## src/rtl/icf3z_intc.sv

```systemverilog
// Purpose : 8-source interrupt controller feeding the icf3z core INT0/INT1 pins,
//           programmed through the core I/O port bus (PORTID/OUTPORT/WSTROBE/RDATA).
// Latency : IRQ sampled high at edge 1 -> PEND at edge 3 -> INT at edge 4; reads 1 edge.
// Backpressure: none; every strobed write is honoured, back-to-back writes included.
//
// Ports:
//   CLK       rising-edge clock
//   xRESET_P  synchronous active-high reset
//   IRQ_IN    asynchronous request lines, bit n = source n
//   PORTID    core port address; registers live at BASE+0..BASE+3
//   OUTPORT   core write data
//   WSTROBE   one-cycle core write strobe
//   RDATA     registered read data toward the core INPORT mux
//   INT0/1    registered active-high interrupt levels to the core
//
// Register map (BASE must be a multiple of 4):
//   +0 PEND  R/W1C   +1 MASK RW   +2 ROUTE RW (1=INT1)   +3 EDGE RW (1=rising edge)

module icf3z_intc #(
  parameter logic [7:0] BASE = 8'h10
) (
  input  logic       CLK,
  input  logic       xRESET_P,
  input  logic [7:0] IRQ_IN,
  input  logic [7:0] PORTID,
  input  logic [7:0] OUTPORT,
  input  logic       WSTROBE,
  output logic [7:0] RDATA,
  output logic       INT0,
  output logic       INT1
);

  localparam logic [1:0] OFF_PEND  = 2'd0;
  localparam logic [1:0] OFF_MASK  = 2'd1;
  localparam logic [1:0] OFF_ROUTE = 2'd2;
  localparam logic [1:0] OFF_EDGE  = 2'd3;

  // Synchroniser chain plus one history stage for edge detection.
  logic [7:0] s1;
  logic [7:0] s2;
  logic [7:0] s3;

  // Programmable state.
  logic [7:0] pend;
  logic [7:0] mask;
  logic [7:0] route;
  logic [7:0] edge_mode;

  // Decode and next-state terms.
  logic       hit;
  logic       wr;
  logic [7:0] rise;
  logic [7:0] set_vec;
  logic [7:0] clr_vec;
  logic [7:0] pend_nxt;
  logic [7:0] rd_mux;

  // Only the upper six address bits select this controller; the low two
  // bits pick the register, so the whole 4-port window is claimed.
  assign hit = (PORTID[7:2] == BASE[7:2]);
  assign wr  = WSTROBE & hit;

  assign rise    = s2 & ~s3;
  assign set_vec = (edge_mode & rise) | (~edge_mode & s2);
  assign clr_vec = (wr && (PORTID[1:0] == OFF_PEND)) ? OUTPORT : 8'h00;

  // Set has priority over a same-cycle clear, so a request arriving exactly
  // on the W1C cycle is never lost. Level sources keep re-setting while high.
  assign pend_nxt = set_vec | (pend & ~clr_vec);

  always_comb begin
    rd_mux = 8'h00;
    if (hit) begin
      case (PORTID[1:0])
        OFF_PEND:  rd_mux = pend;
        OFF_MASK:  rd_mux = mask;
        OFF_ROUTE: rd_mux = route;
        OFF_EDGE:  rd_mux = edge_mode;
        default:   rd_mux = 8'h00;
      endcase
    end
  end

  // s3 keeps tracking s2 regardless of EDGE, so switching a source into edge
  // mode while its line is high does not fabricate an edge. After reset s3 is
  // 0, so a line held high through reset release is seen as a rising edge.
  always_ff @(posedge CLK) begin
    if (xRESET_P) begin
      s1 <= 8'h00;
      s2 <= 8'h00;
      s3 <= 8'h00;
    end else begin
      s1 <= IRQ_IN;
      s2 <= s1;
      s3 <= s2;
    end
  end

  // Pending latches regardless of MASK; masking only gates the INT outputs.
  always_ff @(posedge CLK) begin
    if (xRESET_P) begin
      pend <= 8'h00;
    end else begin
      pend <= pend_nxt;
    end
  end

  always_ff @(posedge CLK) begin
    if (xRESET_P) begin
      mask      <= 8'h00;
      route     <= 8'h00;
      edge_mode <= 8'h00;
    end else if (wr) begin
      case (PORTID[1:0])
        OFF_MASK:  mask      <= OUTPORT;
        OFF_ROUTE: route     <= OUTPORT;
        OFF_EDGE:  edge_mode <= OUTPORT;
        default:   ;
      endcase
    end
  end

  // Outputs are registered from current state: INT follows PEND one edge later,
  // and RDATA reflects the register addressed before the edge.
  always_ff @(posedge CLK) begin
    if (xRESET_P) begin
      RDATA <= 8'h00;
      INT0  <= 1'b0;
      INT1  <= 1'b0;
    end else begin
      RDATA <= rd_mux;
      INT0  <= |(pend & mask & ~route);
      INT1  <= |(pend & mask & route);
    end
  end

endmodule

```

## config.mk

```make
export PLATFORM = sky130hd
export DESIGN_NAME = icf3z_intc
export DESIGN_NICKNAME = d
export VERILOG_FILES = /design/src/rtl/icf3z_intc.sv
export SDC_FILE = /design/constraint.sdc
export NUM_CORES = 1
export LEC_CHECK = 0
export BUFFER_PORTS_ARGS = -buffer_cell sky130_fd_sc_hd__buf_2
export CAP_MARGIN = 10
export CORE_ASPECT_RATIO = 1.1
export CORE_UTILIZATION = 30
export CTS_CLUSTER_DIAMETER = 40
export DETAILED_ROUTE_END_ITERATION = 10
export PLACE_DENSITY = 0.48
export SLEW_MARGIN = 20
export SYNTH_ARGS = -nofsm -noshare
export SYNTH_HDL_FRONTEND = slang
export SYNTH_SLANG_ARGS = --single-unit
```

## constraint.sdc

```tcl
create_clock -name CLK -period 1.38 [get_ports CLK]
set_input_delay 0.138 -clock CLK [delete_from_list [all_inputs] [get_ports CLK]]
set_output_delay 0.138 -clock CLK [all_outputs]
set_load 0.02 [all_outputs]
```

==> results of run 1 <==
-- cells in the final DEF, fill, tap and decap left out, drive strengths merged --
cell type and n:
a31oi 4, clkinvlp 1, nor4b 1, inv 1, a41oi 1, mux2i 24, buf 51, mux4 8
nor2 1, dfxtp 66, nor3b 1, nor2b 24, bufinv 1, and3 12, o22ai 4, clkinv 4
nand4b 1, nor3 1, and4b 1, a32o 8, o41a 1, dlygate4sd3 7, nand4 9, nand2 48
clkbuf 10
-- registers in the layout, indices dropped and copies added, names as in the netlist --
name / flops
INT1: 1
s3: 8
mask: 8
s1: 8
s2: 8
edge_mode: 8
RDATA: 8
route: 8
INT0: 1
pend: 8
-- kinds of logic after synthesis --
kind of cell / after synthesis / share of synthesized area (%)
flops: 66 / 53.33
buf+inv: 13 / 2.373
simple gates: 99 / 21.26
compound gates: 18 / 6.060
mux: 32 / 16.97
-- power breakdown --
group	leakage (nW)	internal, mW	switching (mW)	total (mW)
combinational	0.725	0.110	0.111	0.221
clock	0.0958	0.821	0.709	1.53
sequential	0.537	1.95	0.0204	1.97
total	1.36	2.88	0.840	3.72
-- stage by stage --
| stage | area (µm²) | power (mW) | hold slack, ps | setup slack [ps] |
|---|---|---|---|---|
| global route | 3131 | 3.889 | 35.54 | 228.9 |
| CTS | 3131 | 3.787 | 7.504 | 261.2 |
| detailed placement | 2875 | 2.219 | 349.6 | 29.99 |
| global placement | 2875 | 2.217 | 346.1 | 49.29 |
| finish | 3131 | 3.718 | 17.31 | 268.7 |
| floorplan | 2477 | 2.112 | 220.5 | 102.2 |
-- worst paths after layout --
check               startpoint  cells past startpoint       end  slack, ps
setup / recovery  edge_mode[5]                      2  RDATA[5]        270
hold / removal       IRQ_IN[1]                      2     s1[1]         20
setup reg to reg  edge_mode[5]                      2  RDATA[5]        270
hold reg to reg          s1[1]                      1     s2[1]        430
-- metal layers --
metal / part of all wire (%) / wire length [µm]
met1: 48 / 2704
met2: 44 / 2477
met3: 4.9 / 275
met4: 2.5 / 141
met5: 0 / 0
-- repair_timing --
item / in CTS / in global routing
hold endpoints to repair: 7 / 0
setup endpoints to repair: 0 / 0
hold buffers: 7 / 0
buffers inserted: 0 / 0
-- final cells by class --
cell class / instances / share of cell area, %
repair buffers: 58 / 12.39
clock buffers: 10 / 4.077
multi-input cells: 149 / 35.05
inverters: 1 / 0.1199
well taps: 108 / 4.317
clock inverters: 6 / 1.839
flip-flops and latches: 66 / 42.21
==> flow_summary.ini, run 1 <==
[global_routing]
use_met3_pct = 3.398
use_met1_pct = 20.04
globalRouteTotalUtil_pct = 14.46
grt_overflow = 0
grt_most_used_layer = met2
grt_max_degree = 42
use_met2_pct = 20.36
grt_pass1_vias = 1793
grt_pass1_wl_mm = 9.156
antenna_found_initial = 0

[setup_path]
critPathCaptureType = flip-flop
critical_path.cell_chain = mux4_2, and3_1
critical_path_required_ps = 1610
max_stage_delay_ps = 470
start_kind = flip-flop
path_class = flip-flop to flip-flop
crit_fanout = 3
crit_slowest_cell = mux4_2
path_buf_inv = 0
cpLargestDelayFamily = multiplexers
critPathArrivalTime_ps = 1340

[finish]
syn2layout_area_growth_pct = 26.36
n_antenna_cell = 0
final_nets = 312
layout-drive-gt1-share_pct = 26.21
fin_cells = 398
multiInputGateArea_um2 = 1097
seqCellArea_um2 = 1321
final_util_pct = 39.35
fillerInstances = 805

[clocking]
cts_tree = done
cts-root-buf = clkbuf_8
cts_buffer_depth = 2
cts.clk_slew.worst_paths_ps = 70
numCtsBuffers = 9
numClockSinks = 66
htree_levels = 3
insertion_delay_ps = 340
ctsResizeCount = 0

[floorplanning]
io_pins = 37
chipWidth_um = 88.65
start_util_pct = 31.14
fp-row-count = 34
die_area_um2 = 8626
coreArea_um2 = 7955
dieHeight_um = 97.31

[logic_synthesis]
ys_types = 24
yosysTopAreaCell = dfxtp_1
ys_async_sr_fraction_pct = 0
mappedNetlistArea_um2 = 2477
netlist.area_leader.share_pct = 53.33
yosysWarnings = 0
synth_seq_cells = 66
syn-num-nets = 255
synth_most_common_cell = dfxtp_1
yosys_most_used_dff = dfxtp_1
yosys-top-cells-area = dfxtp_1 (53%), mux2i_1 (9.7%), mux4_2 (7.3%)
synth.avg_cell_area_um2 = 10.87
synth_cells = 228
synthTopCellsByCount = dfxtp_1 (66), nand2_1 (48), mux2i_1 (24), nor2b_1 (24), and3_1 (12)
yosysSeqAreaShare_pct = 53.33
synth_edf_count = 0

[placement]
place_inst = 375
portBuffers = 36
routabilityCongestion = 0.7402
dp_hpwl_mm = 3.921

[routing]
wl_mm = 5.598
drt_iter0_drc = 111
drt-pass1-iter-count = 4
ant_nets = 0
via_count = 1869
drcViolationCount = 0
wl_per_cell_um = 14.07
vias_per_cell = 4.696

[timing]
fin_skew_ps = 9.302
fin_tns_setup_ps = 0
rsz0062_at_grt = no
min_period_over_period_pct = 80.53
slew_viol_final = 0
fin_crit_ps = 1111
slew_headroom_pct = 51.65
clock.fmax_mhz = 899.8
finalHoldViolCount = 0
tightestPinTransition_ps = 719.7
setup_viol = 0

[run]
cap_violations = 0

[outcome]
status = finished, final reports clean

[min_path]
min_path_type = input pin to flip-flop

[pwr]
power.density_nw_per_um2 = 1188
power.leakage_nw = 1.358
peakVddDrop_mv = 0.6561
No activity file was read; power rests on OpenSTA's default activity.
==> run 2, diff against run 1 <==
--- a/config.mk
+++ b/config.mk
@@ -11,7 +11,7 @@
 export CORE_UTILIZATION = 30
 export CTS_CLUSTER_DIAMETER = 40
 export DETAILED_ROUTE_END_ITERATION = 10
-export PLACE_DENSITY = 0.48
+export PLACE_DENSITY = 0.5
 export SLEW_MARGIN = 20
 export SYNTH_ARGS = -nofsm -noshare
 export SYNTH_HDL_FRONTEND = slang
==> constraint.sdc (replaced) <==
create_clock -name CLK -period 0.89 [get_ports CLK]
set_input_delay 0.089 -clock CLK [delete_from_list [all_inputs] [get_ports CLK]]
set_output_delay 0.089 -clock CLK [all_outputs]
set_load 0.02 [all_outputs]
==> run 2 against run 1 <==
Compared with the run above:
- global-route usage is 1.2 points higher
- sequential cell count is the same
- routed wire length is 11% higher
- sequential power rose by 55%
- final cell count increased by 8.0%
- the run now ends with negative setup slack left
- utilization increased by 6.8 points
- critical path type unchanged
- largest cell class unchanged
==> flow_summary.ini, run 2 (same netlist as run 1, synthesis figures left out) <==
[min_path]
min_path_type = input pin to flip-flop
min_path_cells = 3
min-delay-start = OUTPORT[3]
hold_end = route[3]

[floorplanning]
io_pins = 37
coreArea_um2 = 7955
fp-row-count = 34
dieHeight_um = 97.31
start_util_pct = 31.14
chipWidth_um = 88.65
die_area_um2 = 8626

[setup_path]
reg2reg_slack_ps = -180
r2r_start = mask[6]
r2r_end = RDATA[6]
critPathArrivalTime_ps = 1310
critical_path_required_ps = 1130
critPathCaptureType = flip-flop
crit_fanout = 4
start_kind = flip-flop
path_class = flip-flop to flip-flop
r2r_cells = 2

[finish]
final_nets = 344
layout_commonest_cell = nand2_1
seqCellArea_um2 = 1355
layout-drive-gt1-share_pct = 45.65
syn2layout_area_growth_pct = 48.28
n_antenna_cell = 0
fillerInstances = 737
multiInputGateArea_um2 = 1167
final_cell_mix = nand2_1 (48), dfxtp_1 (39), buf_4 (37), dfxtp_2 (27)
fin_cells = 430

[outcome]
violations = negative setup slack
status = complete, but fails checks

[placement]
dp_slack_ps = -450.1
routabilityCongestion = 0.8134
place_inst = 400
dp_hpwl_mm = 4.210
portBuffers = 36

[global_routing]
grt_pass1_vias = 1866
grt_max_degree = 34
antenna_found_initial = 0
globalRouteTotalUtil_pct = 15.63
grt_overflow = 0
grt_pass1_wl_mm = 9.901

[timing]
fin_tns_setup_ps = -1754
slew_viol_final = 0
fin_ws_ps = -181.8
fin_crit_ps = 1072
min_period_over_period_pct = 120.4
slew_headroom_pct = 86.45
setup_viol = 18
clock.fmax_mhz = 933.0
tightestPinTransition_ps = 202.4
fin_skew_ps = 7.367
rsz0062_at_grt = yes
finalHoldViolCount = 0

[routing]
drt-pass1-iter-count = 4
ant_nets = 0
drt_iter0_drc = 88
drcViolationCount = 0
vias_per_cell = 4.544
wl_mm = 6.210
via_count = 1954
wl_per_cell_um = 14.44

[clocking]
htree_levels = 3
cts.clk_slew.worst_paths_ps = 70
numClockSinks = 66
cts_buffer_depth = 2
insertion_delay_ps = 340
cts-root-buf = clkbuf_8
numCtsBuffers = 9
cts_tree = done

[pwr]
power.density_nw_per_um2 = 1808
power.leakage_nw = 1.589
peakVddDrop_mv = 1.014

[run]
cap_violations = 0
## run 2: cell count changes in the layout (fill, tap and decap cells not counted), moves of 4 or more
cell,change
and3_4,+6
dfxtp_2,+27
clkinv_2,-4
buf_6,+17
buf_4,+24
and3_1,-6
dfxtp_1,-27
buf_2,-13
## run 2: critical path, stage by stage (launching register included)
cell and delay [ps]:
dfxtp_2 330, mux4_2 480, and3_4 160
## run 2: worst max path at each step
stage / startpoint / endpoint / slack (ps) / depth (start not counted)
floorplan: PORTID[5] / edge_mode[0] / -290 / 3
global placement: PORTID[0] / RDATA[5] / -380 / 3
detailed placement: PORTID[5] / mask[5] / -450 / 5
CTS: route[1] / RDATA[1] / -170 / 2
global route: mask[6] / RDATA[6] / -210 / 2
finish: mask[6] / RDATA[6] / -180 / 2
## run 2: layout make-up
class,instances,share of cell area [%]
well taps,108,3.678
clock inverters,4,2.657
flip-flops and latches,66,36.89
multi-input cells,149,31.78
inverters,1,0.1022
repair buffers,90,20.67
clock buffers,12,4.223
## run 2: metal layers
| metal | track usage [%] | part of all wire [%] | up-vias |
|---|---|---|---|
| li1 | - | - | 995 |
| met1 | 21.41 | 48 | 901 |
| met2 | 22.90 | 47 | 49 |
| met3 | 3.398 | 3.8 | 9 |
| met4 | 7.816 | 1.5 | 0 |
| met5 | 0 | 0 | - |
## run 2: what timing repair did
| item | CTS | global route |
|---|---|---|
| hold buffers | 8 | 0 |
| setup buffers | 3 | 3 |
| pin swaps | 6 | 2 |
| resized for setup | 37 | 27 |
| endpoints found under the setup margin | 35 | 33 |
| hold endpoints to repair | 8 | 0 |
## run 2: through the flow
step / power, mW / utilization, % / cell area (µm²) / hold WS, ps
after CTS: 6.706 / 44.89 / 3571 / 54.95
after detailed placement: 3.500 / 38.94 / 3098 / 302.2
after global placement: 3.495 / 38.94 / 3098 / 297.9
after floorplan: 3.280 / - / 2500 / 171.5
after global routing: 6.914 / 46.18 / 3674 / 71.91
final: 6.641 / 46.18 / 3674 / 68.82
## run 2: power by group
| group | switching [mW] | internal (mW) |
|---|---|---|
| Combinational | 0.192 | 0.237 |
| Clock | 1.14 | 2.02 |
| Sequential | 0.0322 | 3.02 |
| Total | 1.37 | 5.27 |
==> run 3, diff against run 2 <==
--- a/config.mk
+++ b/config.mk
@@ -5,7 +5,7 @@
 export SDC_FILE = /design/constraint.sdc
 export NUM_CORES = 1
 export LEC_CHECK = 0
-export BUFFER_PORTS_ARGS = -buffer_cell sky130_fd_sc_hd__buf_2
+export BUFFER_PORTS_ARGS = -buffer_cell sky130_fd_sc_hd__buf_4
 export CAP_MARGIN = 10
 export CORE_ASPECT_RATIO = 1.1
 export CORE_UTILIZATION = 30
==> run 3 against run 2 <==
Compared with the run above:
- the flow still finishes with violations (negative setup slack)
- critical path depth did not move
- count of clock-buffer cells in the layout fell by 1
- combinational power rose by 5.1%
- setup slack got worse by 7.4 ps
- final cell count fell by 0.70%
- largest power group is now sequential cells
- power fell by 17%
- die area did not move
- utilization fell by 0.80 points
- clock power fell by 35%
==> flow_summary.ini, run 3 (same netlist as run 1, synthesis figures left out) <==
[outcome]
status = complete, but fails checks
violations = negative setup slack

[finish]
syn2layout_area_growth_pct = 45.71
layout_commonest_cell = buf_4
final_nets = 345
final_util_pct = 45.38
layout-drive-gt1-share_pct = 46.71
n_antenna_cell = 0
fillerInstances = 773
final_area_um2 = 3610
fin_cells = 427
final_cell_mix = buf_4 (67), nand2_1 (46), dfxtp_1 (36), dfxtp_2 (29)

[placement]
portBuffers = 36
routabilityCongestion = 0.7983
place_inst = 402
placed_cell_area_um2 = 3178
dp_hpwl_mm = 4.320
dp_slack_ps = -481.3

[floorplanning]
dieHeight_um = 97.31
coreArea_um2 = 7955
fp-row-count = 34
chipWidth_um = 88.65
start_util_pct = 31.14
die_area_um2 = 8626
io_pins = 37

[setup_path]
path_class = flip-flop to flip-flop
crit_slowest_cell = mux4_2
max_stage_delay_ps = 480
critical_path.cell_chain = mux4_2, and3_1
critical_path_required_ps = 1120
critPathArrivalTime_ps = 1310
start_kind = flip-flop
crit_fanout = 4
critPathCaptureType = flip-flop

[timing]
slew_headroom_pct = 83.99
fin_ws_ps = -189.2
min_period_over_period_pct = 121.3
tightestPinTransition_ps = 239.7
slew_viol_final = 0
clock.fmax_mhz = 926.6
rsz0062_at_grt = yes
finalHoldViolCount = 0
setup_viol = 19
fin_skew_ps = 8.058
fin_crit_ps = 1079

[routing]
vias_per_cell = 4.637
via_count = 1980
wl_per_cell_um = 14.28
wl_mm = 6.098
drt-pass1-iter-count = 4
drt_iter0_drc = 100
ant_nets = 0
drcViolationCount = 0

[clocking]
cts-root-buf = clkbuf_8
numCtsBuffers = 9
numClockSinks = 66
cts_tree = done
cts.clk_slew.worst_paths_ps = 70
htree_levels = 3
insertion_delay_ps = 330
cts_buffer_depth = 2

[pwr]
intPower_mw = 4.302
power.density_nw_per_um2 = 1536
power.leakage_nw = 1.561
switchingPower_mw = 1.243
power_frac_comb_pct = 8.1
power.total_mw = 5.545
peakVddDrop_mv = 0.6688
seqPwrFrac_pct = 55.1
clkPwrFrac_pct = 36.8
p_sw_share_pct = 22.41

[global_routing]
grt_overflow = 0
globalRouteTotalUtil_pct = 15.82
grt_pass1_wl_mm = 9.984
grt_pass1_vias = 1974
grt_max_degree = 35
antenna_found_initial = 0

[min_path]
min_path_type = input pin to flip-flop

[run]
cap_violations = 0
[run 3: cell types whose count changed in the layout (fill, tap and decap cells not counted), sizes merged]
cell	change
bufinv	-3
buf	+1
clkbuf	-1
clkinv	+1
clkinvlp	-1
[run 3: final timing paths]
path / from / end / slack, ps / cells past startpoint
hold / removal: xRESET_P / s3[5] / 40 / 2
hold reg to reg: s1[0] / s2[0] / 440 / 1
setup / recovery: mask[6] / RDATA[6] / -190 / 2
setup reg to reg: mask[6] / RDATA[6] / -190 / 2
[run 3: per-stage QoR]
stage          setup TNS [ps]  hold WS, ps
3_3_place_gp           -13610        298.7
6_report                -1769        35.71
5_1_grt                 -2581        27.78
2_1_floorplan           -8245        171.5
3_5_place_dp           -15530        303.1
4_1_cts                 -1574        28.69
[run 3: area by class of cell]
cell class                 count  area (µm²)  share of cell area [%]
clock buffer                  11       141.4                   3.917
clock inverter                 1       5.005                  0.1386
inverter                       1       3.754                  0.1040
multi-input combinational    149        1182                   32.76
sequential                    66        1361                   37.71
tap                          108       135.1                   3.744
timing repair buffer          91       780.7                   21.63
[run 3: repair_timing]
action / CTS / global route
hold endpoints to repair: 8 / 0
setup buffers: 3 / 2
setup endpoints to repair: 41 / 35
pin swaps: 5 / 2
resized for setup: 26 / 28
hold buffers: 8 / 0
[run 3: per-layer routing]
| metal | GRT usage [%] | up-vias | part of all wire (%) |
|---|---|---|---|
| met4 | 8.189 | 0 | 2.9 |
| met3 | 3.314 | 14 | 3.4 |
| met2 | 24.73 | 42 | 48 |
| met5 | 0 | - | 0 |
| li1 | - | 994 | - |
| met1 | 20.21 | 930 | 46 |
[run 3: power by group through the flow]
stage	Clock, mW	Combinational, mW	Sequential, mW
3_3_place_gp	0	0.409	3.11
6_report	2.04	0.450	3.05
4_1_cts	2.12	0.451	3.05
5_1_grt	2.29	0.488	3.06
2_1_floorplan	0	0.173	3.11
3_5_place_dp	0	0.414	3.12
[run 3: worst max-delay path: cells and delay by family, from the launching register on]
kind / cells / cell delay, ps
flip-flops: 1 / 340
multiplexers: 1 / 480
AND/OR/NAND/NOR: 1 / 160
